===== config.mk =====
export PLATFORM = sky130hd
export DESIGN_NAME = life_state_uart_dump_flat
export DESIGN_NICKNAME = d
export VERILOG_FILES = /design/src/rtl/life_state_uart_dump_if.sv /design/src/rtl/life_state_uart_dump.sv /design/src/flat_wrapper.sv
export SDC_FILE = /design/constraint.sdc
export NUM_CORES = 1
export LEC_CHECK = 0
export BUFFER_PORTS_ARGS = -buffer_cell sky130_fd_sc_hd__buf_2
export CAP_MARGIN = 30
export CORE_ASPECT_RATIO = 2
export CORE_MARGIN = 8
export CORE_UTILIZATION = 50
export DETAILED_ROUTE_END_ITERATION = 8
export GPL_ROUTABILITY_DRIVEN = 0
export HOLD_SLACK_MARGIN = 0.08
export PLACE_DENSITY = 0.66
export SYNTH_ARGS = -nofsm -noshare
export SYNTH_HDL_FRONTEND = slang
export SYNTH_SLANG_ARGS = --single-unit
export TNS_END_PERCENT = 20

===== constraint.sdc =====
create_clock -name clk -period 5.59 [get_ports clk]
set_input_delay 0 -clock clk [delete_from_list [all_inputs] [get_ports clk]]
set_output_delay 0 -clock clk [all_outputs]
set_load 0.02 [all_outputs]

===== src/rtl/life_state_uart_dump_if.sv =====
// life_state_uart_dump_if: dump request, array read port and UART status grouped for the dump block.
interface life_state_uart_dump_if;
   logic        start;
   logic [1:0]  row_sel;
   logic [15:0] row_data;
   logic        tx;
   logic        busy;
   logic        done;
   modport master (output start, row_data, input row_sel, tx, busy, done);
   modport slave  (input start, row_data, output row_sel, tx, busy, done);
endinterface


===== src/rtl/life_state_uart_dump.sv =====
// life_state_uart_dump: snapshots the 4 life-array rows and sends them as an 8N1 UART frame.
// Define DUMP_CHECKSUM_EN to append an XOR checksum byte over the 8 data bytes.
module life_state_uart_dump #(
   parameter int          CLKS_PER_BIT = 868,
   parameter logic [7:0]  HEADER       = 8'hA5
) (
   input  logic                  clk,
   input  logic                  reset,
   life_state_uart_dump_if.slave bus
);
   localparam int BW = (CLKS_PER_BIT > 1) ? $clog2(CLKS_PER_BIT) : 1;
   localparam logic [BW-1:0] BAUD_LAST = BW'(CLKS_PER_BIT - 1);
`ifdef DUMP_CHECKSUM_EN
   localparam logic [3:0] LAST_BYTE = 4'd9;
`else
   localparam logic [3:0] LAST_BYTE = 4'd8;
`endif
   typedef enum logic [2:0] {IDLE, SNAP, LOAD, START, DATA, STOP, FIN} state_t;
   state_t        state_q, state_d;
   logic [1:0]    row_q, row_d;
   logic [15:0]   shadow_q [4];
   logic [15:0]   shadow_d [4];
   logic [3:0]    byte_q, byte_d;
   logic [2:0]    bit_q, bit_d;
   logic [BW-1:0] baud_q, baud_d;
   logic [7:0]    shreg_q, shreg_d;
   logic [7:0]    byte_sel;
   logic [7:0]    row_byte;
   logic [1:0]    ri;
   logic          baud_end;
`ifdef DUMP_CHECKSUM_EN
   logic [7:0]    csum;
`endif
   // Frame index 1..8 maps to row (i-1)/2, odd indices carry the high byte.
   always_comb begin
      ri = 2'((byte_q - 4'd1) >> 1);
      row_byte = byte_q[0] ? shadow_q[ri][15:8] : shadow_q[ri][7:0];
`ifdef DUMP_CHECKSUM_EN
      csum = '0;
      for (int i = 0; i < 4; i++) csum = csum ^ shadow_q[i][15:8] ^ shadow_q[i][7:0];
      byte_sel = (byte_q == 4'd0) ? HEADER : (byte_q == 4'd9) ? csum : row_byte;
`else
      byte_sel = (byte_q == 4'd0) ? HEADER : row_byte;
`endif
   end
   assign baud_end = (baud_q == BAUD_LAST);
   always_ff @(posedge clk or negedge reset) begin
      if (!reset) begin
         state_q  <= IDLE;
         row_q    <= '0;
         shadow_q <= '{default: '0};
         byte_q   <= '0;
         bit_q    <= '0;
         baud_q   <= '0;
         shreg_q  <= '0;
      end else begin
         state_q  <= state_d;
         row_q    <= row_d;
         shadow_q <= shadow_d;
         byte_q   <= byte_d;
         bit_q    <= bit_d;
         baud_q   <= baud_d;
         shreg_q  <= shreg_d;
      end
   end
   always_comb begin
      state_d  = state_q;
      row_d    = row_q;
      shadow_d = shadow_q;
      byte_d   = byte_q;
      bit_d    = bit_q;
      baud_d   = baud_q;
      shreg_d  = shreg_q;
      case (state_q)
         IDLE: begin
            row_d  = '0;
            byte_d = '0;
            state_d = bus.start ? SNAP : IDLE;
         end
         SNAP: begin
            shadow_d[row_q] = bus.row_data;
            row_d = row_q + 2'd1;
            state_d = (row_q == 2'd3) ? LOAD : SNAP;
         end
         LOAD: begin
            shreg_d = byte_sel;
            baud_d  = '0;
            state_d = START;
         end
         START: begin
            baud_d = baud_end ? '0 : baud_q + 1'b1;
            bit_d  = '0;
            state_d = baud_end ? DATA : START;
         end
         DATA: begin
            baud_d  = baud_end ? '0 : baud_q + 1'b1;
            shreg_d = baud_end ? shreg_q >> 1 : shreg_q;
            bit_d   = baud_end ? bit_q + 3'd1 : bit_q;
            state_d = (baud_end && bit_q == 3'd7) ? STOP : DATA;
         end
         STOP: begin
            baud_d = baud_end ? '0 : baud_q + 1'b1;
            byte_d = baud_end ? byte_q + 4'd1 : byte_q;
            state_d = !baud_end ? STOP : (byte_q == LAST_BYTE) ? FIN : LOAD;
         end
         FIN:     state_d = IDLE;
         default: state_d = IDLE;
      endcase
   end
   assign bus.row_sel = (state_q == SNAP) ? row_q : 2'd0;
   assign bus.tx      = (state_q == START) ? 1'b0 : (state_q == DATA) ? shreg_q[0] : 1'b1;
   assign bus.busy    = (state_q != IDLE) && (state_q != FIN);
   assign bus.done    = (state_q == FIN);
endmodule


===== src/flat_wrapper.sv =====
// flat-port wrapper written by rule: the top's interface ports become plain ports
module life_state_uart_dump_flat 
#(
   parameter int          CLKS_PER_BIT = 868,
   parameter logic [7:0]  HEADER       = 8'hA5
)
  (clk, reset, bus_start, bus_row_data, bus_row_sel, bus_tx, bus_busy, bus_done);
  life_state_uart_dump_if bus_i ();
  input  logic clk;
  input  logic reset;
  input wire logic [$bits(bus_i.start)-1:0] bus_start;
  input wire logic [$bits(bus_i.row_data)-1:0] bus_row_data;
  output wire logic [$bits(bus_i.row_sel)-1:0] bus_row_sel;
  output wire logic [$bits(bus_i.tx)-1:0] bus_tx;
  output wire logic [$bits(bus_i.busy)-1:0] bus_busy;
  output wire logic [$bits(bus_i.done)-1:0] bus_done;
  assign bus_i.start = bus_start;
  assign bus_i.row_data = bus_row_data;
  assign bus_row_sel = bus_i.row_sel;
  assign bus_tx = bus_i.tx;
  assign bus_busy = bus_i.busy;
  assign bus_done = bus_i.done;
  life_state_uart_dump #(.CLKS_PER_BIT(CLKS_PER_BIT), .HEADER(HEADER)) u_core (.clk(clk), .reset(reset), .bus(bus_i));
endmodule

* Word level (Yosys, flattened, before mapping)
Cells that the tools add are included.
** Word-level totals
- Output and inout port bits :: 5
- Flip-flop bits (word level) :: 94
- Input port bits :: 19
** Operators by class
- Reductions and logical operators :: 15
- Add/subtract/negate cells :: 5
- Mux-type cells :: 27
- Magnitude comparators :: 3
- Bitwise logic cells :: 2
- Eq/ne operators :: 13
** Operator list (count)
- $bwmux W64 :: 1
- $mux W16 :: 3
- $bmux W16 S2 :: 1
- $demux W16 S2 :: 1
- $mux W8 :: 3
- $pmux W10 S2 :: 1
- $pmux W3 S6 :: 1
- $pmux W8 S2 :: 1
- $eq A3 B3 Y1 const B :: 4
- $mux W3 :: 4
- $add A10 B1 Y10 const B :: 1
- $eq A10 B10 Y1 const B :: 1
- $mux W10 :: 1
- $reduce_bool A2 Y1 :: 5
- $pmux W4 S2 :: 1
- $eq A3 B2 Y1 const B :: 2
- $ge A3 B3 Y1 const B :: 2
- $not A2 Y3 :: 2
- $pmux W3 S2 :: 1
- $reduce_and A2 Y1 :: 3
- $add A4 B1 Y4 const B :: 1
- $eq A4 B4 Y1 const B :: 1
- $logic_not A4 Y1 :: 1
- $mux W1 :: 4
- 15 further kinds :: 19

* Logic depth before layout (Yosys ltp)
Gate-level depths: netlist of the first run.
- Word-level depth :: 8
- Gate-level depth with buffers :: 10
- Gate-level depth less buffers :: 7

* Least setup slack after synthesis of the first run
No wires, ideal clock.
- Kind :: reg-to-reg
- Start point :: reg u_core.byte_q[0]
- End point :: reg u_core.shreg_q[6]
- Period minus slack after synthesis :: 2991 ps
- Path slack :: 2599 ps
- Data arrival time :: 2864 ps
- Stages on the path, launching flop included :: 10
- Cells stage by stage :: dfrtp_1 -> clkbuf_1 -> clkinv_1 -> ha_1 -> clkbuf_2 -> xor2_1 -> mux4_1 -> mux2_2 -> a221oi_1 -> nor2_1
** Between the ends
- Word-level cells in the longest chain between the ends :: 8
- Elaborated cells between the ends (all ways) :: 9
- Those cells by class :: add/sub: 1; mux: 6; bitwise: 1; reduce/logical: 1
** RTL lines
- start, declared :: line life_state_uart_dump.sv:23 : logic [3:0] byte_q, byte_d;
- start signal, assigned :: line life_state_uart_dump.sv:60 : byte_q <= byte_d;
- $sub A3 B1 Y3 :: line life_state_uart_dump.sv:36 : ri = 2'((byte_q - 4'd1) >> 1);
- $not A2 Y3 (implied by the code) :: line life_state_uart_dump.sv:37 : row_byte = byte_q[0] ? shadow_q[ri][15:8] : shadow_q[ri][7:0];
- $bmux W16 S2 :: line life_state_uart_dump.sv:37
- $mux W16 (implied by the code) (2 in series) :: line life_state_uart_dump.sv:37
- $mux W8 :: line life_state_uart_dump.sv:37
- $mux W8 * :: line life_state_uart_dump.sv:43 : byte_sel = (byte_q == 4'd0) ? HEADER : row_byte;
- $pmux W8 S2 * :: line life_state_uart_dump.sv:74 : case (state_q)
- end signal, assigned :: line life_state_uart_dump.sv:63 : shreg_q <= shreg_d;
- end, declared :: line life_state_uart_dump.sv:26 : logic [7:0] shreg_q, shreg_d;
Every way passes the cells marked *; elsewhere a longest branch is shown, timed or not. The select of a mux whose other input is x is not followed.
A chain may end at the register's enable or synchronous reset.

* Final worst setup path of the first run
Same ends and word-level chain as after synthesis.

==> qor.csv, run 1 <==
metric;value;unit
die height;153;µm
Yosys reg bits;94;
share of layout cells above drive strength 1;31.9;%
crit-path max FO;14;
Finish-stage setup viols;0;
placed cell areas;0.00480;mm²
combinational share of power;4.8;%
WL final;9780;µm
Max Slew Vio Count;0;
H-tree Lvls;3;
Synth top cells by count;94 x dfrtp_1, 65 x mux2_2, 26 x o21ai_0, 18 x nand2_1, 16 x nor2_1;
DRT iter0 DRCs;231;
Synth Area in Compound Gates;8.75;%
# nets final;432;
crit-path max cell delay;0.66;ns
clock share of power;45.0;%
top-area cell type share of the netlist area;50.1;%
Tmin final;3.20;ns
area leader, netlist;dfrtp_1;
total leakage power;2.21;nW
VDD IR max;216;µV
global-route wire length before repair;16900;µm
max_cap viols;0;
Layout Utilization;57.1;%
Sequential Power Share;50.2;%
clk root buf;clkbuf_16;
Synth Net Count;401;
Fmax achieved;312;MHz
crit end category;register;
core area;0.00926;mm²
Setup Buffers After CTS;0;
vias post-DR;3047;
arrival time at the worst endpoint;3.42;ns
Core Rows;50;
I/O pins;24;
Slew headroom;36.7;%
DR vias/cell;5.95;
Final ANT Viol Nets;0;
n_diodes;0;
worst slew pin tran;0.948;ns
Setup CP Type;register to register;
Net Switching;290;µW
Slowest cell on crit path;dfrtp_1;
routed length per placed instance;19.1;µm
initial antenna violation count;0;
DRC errors left;0;
CTS tree;yes;
cell area after synthesis;0.00469;mm²
Setup TNS;0;ns
status;finished, final reports clean;
post-synthesis adder-cell area fraction;2.40;%
dpl ws;2.40;ns
Area growth, synth to finish;12.8;%
Post-Synthesis Cells;373;
switching share of power;20.3;%
PortBufs;23;
Post-CTS Resized;0;
Buf/Inv on CP;2;
power per cell area;269;mW/mm²
fin crit share;57.3;%
Sink Count;94;
Chip Width;84.5;µm
sequential fraction of the synthesis area;50.1;%
number of synthesized flops with an enable pin;0;
Synth Area in XOR/XNOR;0.560;%
Critical Path, Cell by Cell;clkinv_1 -> ha_1 -> xor2_1 -> buf_4 -> mux4_1 -> mux2_2 -> a221oi_1 -> nor2_1;
Avg Cell Area, Syn;12.6;µm²
Starting Density;50.7;%
Yosys warnings;0;
largest family of logic cells by synthesized area;multiplexers;
Non-Filler Instances;512;
Final Hold Viols;0;
library cells used by synthesis;53;
synth top area cells;dfrtp_1 50%, mux2_2 16%, mux4_2 6.7%;
mux cell area share after synthesis;24.2;%
startpoint types;register;
Data required, critical path;5.81;ns
number of detailed-route iterations in the first pass;4;
GRT Total Usage;16.4;%
Reg clk slew, reported paths;0.06;ns
CTS buffer count;9;
RSZ-0062 raised after global routing;no;
simple-gate share of the synthesized area;9.73;%
HP Class;primary input to register;
asr flop ratio synth;100;%
cell family with most CP delay;multiplexers;
Most used DFF post-synth;dfrtp_1;
most frequent cell after synthesis;dfrtp_1;
Worst Clk Skew;0.00584;ns
dpl hpwl;6860;µm
final setup margin;2.39;ns
die area;0.0129;mm²
grt total ovfl;0;
Clock Path Buffers;2;
largest net degree at the start of global routing;59;
dpl cells;480;
vias in the first global route;3368;
clock latency on the worst-skew pair;0.34;ns
internal power;1.14;mW
design area;0.00529;mm²
==> power by group through the flow <==
stage	clock [mW]	combinational, mW	sequential, mW
finish	0.642	0.0678	0.716
global route	0.678	0.0759	0.718
CTS	0.653	0.0697	0.716
detailed placement	0	0.0604	0.729
global placement	0	0.0575	0.728
floorplan	0	0.0308	0.724
==> worst paths after layout <==
kind	startpoint	endpoint	slack (ns)	depth (start not counted)
worst min-delay path	bus_start	u_core.state_q[0]	0.15	4
worst max-delay path	u_core.byte_q[0]	u_core.shreg_q[6]	2.39	8
worst min register to register	u_core.shreg_q[4]	u_core.shreg_q[4]	0.50	1
worst max register to register	u_core.byte_q[0]	u_core.shreg_q[6]	2.39	8
max in group asynchronous	reset	u_core.shadow_q[28]	4.34	3
min in group asynchronous	reset	u_core.baud_q[3]	0.16	2
==> layout make-up <==
| cell class | instances | area (µm²) |
|---|---|---|
| clock buffers | 13 | 280 |
| fillers | 774 | 3970 |
| well taps | 104 | 130 |
| multi-input cells | 246 | 2140 |
| flip-flops and latches | 94 | 2350 |
| repair buffers | 43 | 310 |
| inverters | 10 | 37.5 |
| clock inverters | 2 | 38.8 |
==> cell families after synthesis <==
| logic type | Yosys count |
|---|---|
| flip-flops | 94 |
| AND/OR/NAND/NOR | 85 |
| multiplexers | 83 |
| AO/OA/AOI/OAI | 66 |
| buffers and inverters | 33 |
| adder cells (fa/ha/maj) | 9 |
| XOR/XNOR | 3 |
==> through the flow <==
step	power, mW	hold slack (ns)
2_1_floorplan	0.754	-0.296
3_3_place_gp	0.785	-0.00656
3_5_place_dp	0.789	0.00506
4_1_cts	1.44	0.153
5_1_grt	1.47	0.179
6_report	1.43	0.151
==> flip-flops by register name, summed over array words and instances (netlist names) <==
signal and cells:
u_core.state_q 3, u_core.bit_q 3, u_core.byte_q 4, u_core.row_q 2, u_core.shreg_q 8, u_core.baud_q 10
u_core.shadow_q 64
==> cell usage in the layout, fill, tap and decap left out, types with 2 or more instances in the layout <==
cell type	count
dfrtp_1	94
mux2_2	65
o21ai_0	26
buf_2	22
nand2_1	18
dlygate4sd3_1	17
nor2_1	16
mux4_2	14
a21oi_1	14
nand3_1	12
nor3_1	10
inv_1	9
ha_1	9
clkbuf_16	9
and3_1	6
a21o_1	5
nand2b_1	4
o21a_1	4
a22o_1	4
clkbuf_8	4
buf_4	4
o22ai_1	3
nand4_1	3
mux4_1	3
nor2b_1	2
xor2_1	2
nor3b_1	2
o221ai_1	2
==> tightest hold or removal path: stages <==
cell	delay [ns]
buf_2	0.09
inv_1	0.04
mux4_2	0.24
o22ai_2	0.07
==> per-layer routing <==
layer	track usage (%)	vias up	wire length, µm
met1	17.5	1571	3860
met5	0	-	0
met4	7.19	0	221
met2	30.4	38	5470
met3	2.85	16	223
li1	-	1422	-
==> what timing repair did <==
action,4_1_cts,5_1_grt
endpoints found under the hold margin,100,0
hold buffers,17,0
endpoints found under the setup margin,0,0
No activity file was read; power rests on OpenSTA's default activity.
==> run 2, diff against run 1 <==
==> constraint.sdc (replaced) <==
create_clock -name clk -period 3 [get_ports clk]
set_input_delay 0 -clock clk [delete_from_list [all_inputs] [get_ports clk]]
set_output_delay 0 -clock clk [all_outputs]
set_load 0.02 [all_outputs]
==> qor.csv, run 2 (same netlist as run 1, synthesis figures left out) <==
metric;value;unit
status;finished, final reports clean;
Post-CTS Resized;0;
Final ANT Viol Nets;0;
global-route wire length before repair;16800;µm
busiest grt layer;met2;
Setup CP Type;register to register;
clock latency on the worst-skew pair;0.34;ns
Finish-stage setup viols;0;
vias in the first global route;3419;
crit end category;register;
Reg clk slew, reported paths;0.07;ns
commonest non-fill, non-tap cell in the layout;dfrtp_1;
commonest cells after routing, fill and taps aside;94 x dfrtp_1, 65 x mux2_2, 26 x o21ai_0;
Area growth, synth to finish;14.5;%
n_diodes;0;
largest net degree at the start of global routing;64;
design area;0.00537;mm²
worst slew pin tran;0.817;ns
routed length per placed instance;18.7;µm
grt total ovfl;0;
Chip Width;84.5;µm
HP Class;primary input to register;
Final Hold Viols;0;
Worst Clk Skew;0.0101;ns
CTS buffer count;9;
die height;153;µm
final setup margin;0.428;ns
met3 usage;3.33;%
CTS tree;yes;
met1 Use GR;17.6;%
I/O pins;24;
DR vias/cell;5.94;
Fmax achieved;389;MHz
clk root buf;clkbuf_16;
initial antenna violation count;0;
max_cap viols;0;
Filler Cells Inserted;778;
Data required, critical path;3.23;ns
Setup TNS;0;ns
DRT iter0 DRCs;139;
Sink Count;94;
total leakage power;2.26;nW
GRT Total Usage;16.4;%
Setup Buffers After CTS;0;
Core Rows;50;
area occupied by multi-input gates;0.00214;mm²
number of detailed-route iterations in the first pass;4;
top flop regs;u_core.shadow_q: 64 flops, u_core.baud_q: 10 flops, u_core.shreg_q: 8 flops;
startpoint types;register;
dpl hpwl;6970;µm
PortBufs;23;
power per cell area;485;mW/mm²
met2 Use GR;29.7;%
most flop-heavy register;u_core.shadow_q;
Clock Path Buffers;2;
sequential cell area;0.00235;mm²
fin crit share;85.7;%
RSZ-0062 raised after global routing;no;
arrival time at the worst endpoint;2.80;ns
Largest register FFs;64;
Starting Density;50.7;%
dpl ws;0.441;ns
placed cell areas;0.00490;mm²
# hold bufs at CTS;17;
DRC errors left;0;
crit-path max FO;14;
H-tree Lvls;3;
die area;0.0129;mm²
VDD IR max;364;µV
share of layout cells above drive strength 1;33.7;%
WL final;9820;µm
Max Slew Vio Count;0;
vias post-DR;3118;
Tmin final;2.57;ns
core area;0.00926;mm²
# nets final;445;
Slew headroom;45.5;%
-- run 2: changes by cell type in the layout (fill, tap and decap cells not counted), sizes merged --
cell and change:
clkbuf -1, buf +13, clkinv +1
-- run 2: per-stage QoR --
stage	std cells	hold WS [ns]	total power [mW]	util (%)
floorplan	373	-0.296	1.41	-
global placement	493	0.123	1.46	52.9
detailed placement	493	0.140	1.47	52.9
CTS	525	0.128	2.64	58.0
global route	525	0.145	2.69	58.0
finish	525	0.140	2.61	58.0
-- run 2: path summary, 6_finish.rpt --
check	depth (start not counted)	from	slack, ns	end
min in group asynchronous	2	reset	0.29	u_core.baud_q[2]
worst max register to register	8	u_core.byte_q[1]	0.43	u_core.shreg_q[6]
max in group asynchronous	3	reset	1.94	u_core.row_q[0]
worst min-delay path	4	bus_start	0.14	u_core.state_q[0]
worst max-delay path	8	u_core.byte_q[1]	0.43	u_core.shreg_q[6]
worst min register to register	2	u_core.shreg_q[0]	0.49	u_core.shreg_q[0]
-- run 2: layer usage --
layer  share of wire, %  vias to the layer above  wire (µm)
met5                  0                        -          0
met4                2.1                        0        204
met3                2.8                       16        270
met2                 56                       34       5540
met1                 39                     1611       3810
li1                   -                     1457          -
-- run 2: report_power, final --
group | switching, mW | internal (mW) | leakage [nW]
combinational | 0.0554 | 0.0729 | 0.998
sequential | 0.0220 | 1.31 | 1.12
clock | 0.458 | 0.687 | 0.149
-- run 2: area by class of cell --
cell class	count	share of cell area (%)
clock inverter	3	0.815
sequential	94	43.8
multi-input combinational	246	39.9
inverter	10	0.699
tap	104	2.42
timing repair buffer	56	7.60
clock buffer	12	4.78
-- run 2: worst max-delay path: stages, from the launching register on --
cell      delay, ns
dfrtp_1        0.41
inv_1          0.09
ha_1           0.28
xor2_1         0.20
buf_4          0.29
mux4_1         0.58
mux2_2         0.28
a221oi_1       0.26
nor2_1         0.08
==> run 3, diff against run 2 <==
--- a/config.mk
+++ b/config.mk
@@ -5,6 +5,7 @@
 export SDC_FILE = /design/constraint.sdc
 export NUM_CORES = 1
 export LEC_CHECK = 0
+export ABC_AREA = 1
 export BUFFER_PORTS_ARGS = -buffer_cell sky130_fd_sc_hd__buf_2
 export CAP_MARGIN = 30
 export CORE_ASPECT_RATIO = 2
==> constraint.sdc (replaced) <==
create_clock -name clk -period 2.91 [get_ports clk]
set_input_delay 0 -clock clk [delete_from_list [all_inputs] [get_ports clk]]
set_output_delay 0 -clock clk [all_outputs]
set_load 0.02 [all_outputs]
==> qor.csv, run 3 <==
metric;value;unit
WL final;10800;µm
arrival time at the worst endpoint;2.41;ns
worst slew pin tran;0.665;ns
Slew headroom;55.7;%
Max Slew Vio Count;0;
Finish-stage setup viols;0;
max_cap viols;0;
Starting Density;50.7;%
Core Rows;50;
combinational share of power;4.8;%
# nets final;672;
Reg clk slew, reported paths;0.06;ns
DRC errors left;0;
n_diodes;0;
largest net degree at the start of global routing;53;
crit end category;register;
Sink Count;94;
die area;0.0129;mm²
initial antenna violation count;0;
Post-Synthesis Cells;610;
CTS tree;yes;
clock latency on the worst-skew pair;0.35;ns
library cells used by synthesis;25;
number of detailed-route iterations in the first pass;5;
share of layout cells above drive strength 1;10.6;%
total leakage power;2.83;nW
VDD IR max;381;µV
Layout Utilization;58.3;%
RSZ-0062 raised after global routing;no;
final setup margin;0.736;ns
asr flop ratio synth;100;%
commonest non-fill, non-tap cell in the layout;nand2_1;
Final Hold Viols;0;
cell area after synthesis;0.00469;mm²
Non-Filler Instances;753;
Setup CP Type;register to register;
top flop regs;u_core.shadow_q: 64 flops, u_core.baud_q: 10 flops, u_core.shreg_q: 8 flops;
Yosys warnings;0;
most frequent cell after synthesis;nand2_1;
Final ANT Viol Nets;0;
Fmax achieved;460;MHz
Avg Cell Area, Syn;7.69;µm²
I/O pins;24;
commonest cells after routing, fill and taps aside;214 x nand2_1, 94 x dfrtp_1, 81 x o21ai_0;
Clock Path Buffers;2;
top-area cell type share of the netlist area;50.1;%
internal power;2.25;mW
dpl hpwl;7780;µm
Sequential Power Share;48.4;%
area leader, netlist;dfrtp_1;
Net Switching;602;µW
H-tree Lvls;3;
synth top area cells;dfrtp_1 50%, nand2_1 17%, o21ai_0 8.6%;
Worst Clk Skew;0.00682;ns
die height;153;µm
Setup TNS;0;ns
sequential fraction of the synthesis area;50.1;%
Setup Buffers After CTS;0;
Area growth, synth to finish;15.2;%
Synth Net Count;638;
fin crit share;74.7;%
global-route wire length before repair;18900;µm
grt total ovfl;0;
dpl ws;0.728;ns
CTS buffer count;9;
number of synthesized flops with an enable pin;0;
DR vias/cell;5.20;
status;finished, final reports clean;
Synth top cells by count;214 x nand2_1, 94 x dfrtp_1, 81 x o21ai_0, 50 x inv_1, 45 x nor2_1;
dpl cells;719;
core area;0.00926;mm²
clock share of power;46.8;%
Data required, critical path;3.15;ns
clk root buf;clkbuf_16;
startpoint types;register;
GRT Total Usage;18.1;%
most flop-heavy register;u_core.shadow_q;
vias post-DR;3919;
power per cell area;528;mW/mm²
Post-CTS Resized;0;
Chip Width;84.5;µm
Yosys reg bits;94;
routed length per placed instance;14.4;µm
PortBufs;23;
vias in the first global route;4044;
DRT iter0 DRCs;235;
crit-path max FO;15;
hold_ws;0.229;ns
switching share of power;21.1;%
Largest register FFs;64;
HP Class;primary input to async pin;
Most used DFF post-synth;dfrtp_1;
Tmin final;2.17;ns
-- run 3: cells by family after synthesis --
| logic type | share of synthesized area [%] |
|---|---|
| adders and majority gates | 2.40 |
| buffers and inverters | 7.07 |
| DFF | 50.1 |
| xor gates and xnor gates | 0.747 |
| and+or+nand+nor | 27.7 |
| AOI/OAI and AO/OA | 11.9 |
-- run 3: final timing paths --
path / endpoint / slack (ns) / cells past startpoint / startpoint
max: u_core.shreg_q[0] / 0.74 / 10 / u_core.byte_q[0]
max in group asynchronous: u_core.shadow_q[46] / 1.91 / 3 / reset
max reg2reg: u_core.shreg_q[0] / 0.74 / 10 / u_core.byte_q[0]
min: u_core.row_q[0] / 0.23 / 2 / reset
min in group clk: u_core.shadow_q[14] / 0.48 / 2 / u_core.shadow_q[14]
min reg2reg: u_core.shadow_q[14] / 0.48 / 2 / u_core.shadow_q[14]
-- run 3: cell type report --
class,count,area [µm²]
multi-input cells,433,2010
repair buffers,46,348
inverters,60,225
clock buffers,10,229
well taps,104,130
flip-flops and latches,94,2350
fillers,873,3860
clock inverters,6,110
-- run 3: layer usage --
| metal | GRT usage, % | up-vias | routed length, µm |
|---|---|---|---|
| li1 | - | 2002 | - |
| met1 | 19.5 | 1847 | 4480 |
| met2 | 33.0 | 55 | 5880 |
| met3 | 3.71 | 15 | 265 |
| met4 | 7.19 | 0 | 209 |
| met5 | 0 | - | 0 |
-- run 3: stage by stage --
stage	instance area (µm²)	total power, mW
global placement	4880	1.52
floorplan	4690	1.46
finish	5400	2.85
detailed placement	4880	1.52
CTS	5400	2.88
global route	5400	2.95
-- run 3: worst max-delay path: stages, from the launching register on --
cell and delay [ns]:
dfrtp_1 0.58, inv_1 0.12, ha_1 0.26, inv_1 0.08
nand2_1 0.06, nand2_1 0.40, o21ai_0 0.19, nand3_1 0.17
nand3_1 0.09, nand2_1 0.07, nand2_1 0.04
-- run 3: repair_timing --
action / CTS / global route
endpoints found under the setup margin: 0 / 0
hold buffers: 18 / 0
hold endpoints to repair: 115 / 0
-- run 3: power by group through the flow --
stage | logic, mW | registers (mW) | clock network [mW]
after detailed placement | 0.120 | 1.40 | 0
after floorplan | 0.0644 | 1.39 | 0
after global placement | 0.117 | 1.40 | 0
after CTS | 0.139 | 1.38 | 1.36
final | 0.136 | 1.38 | 1.34
after global routing | 0.161 | 1.38 | 1.40
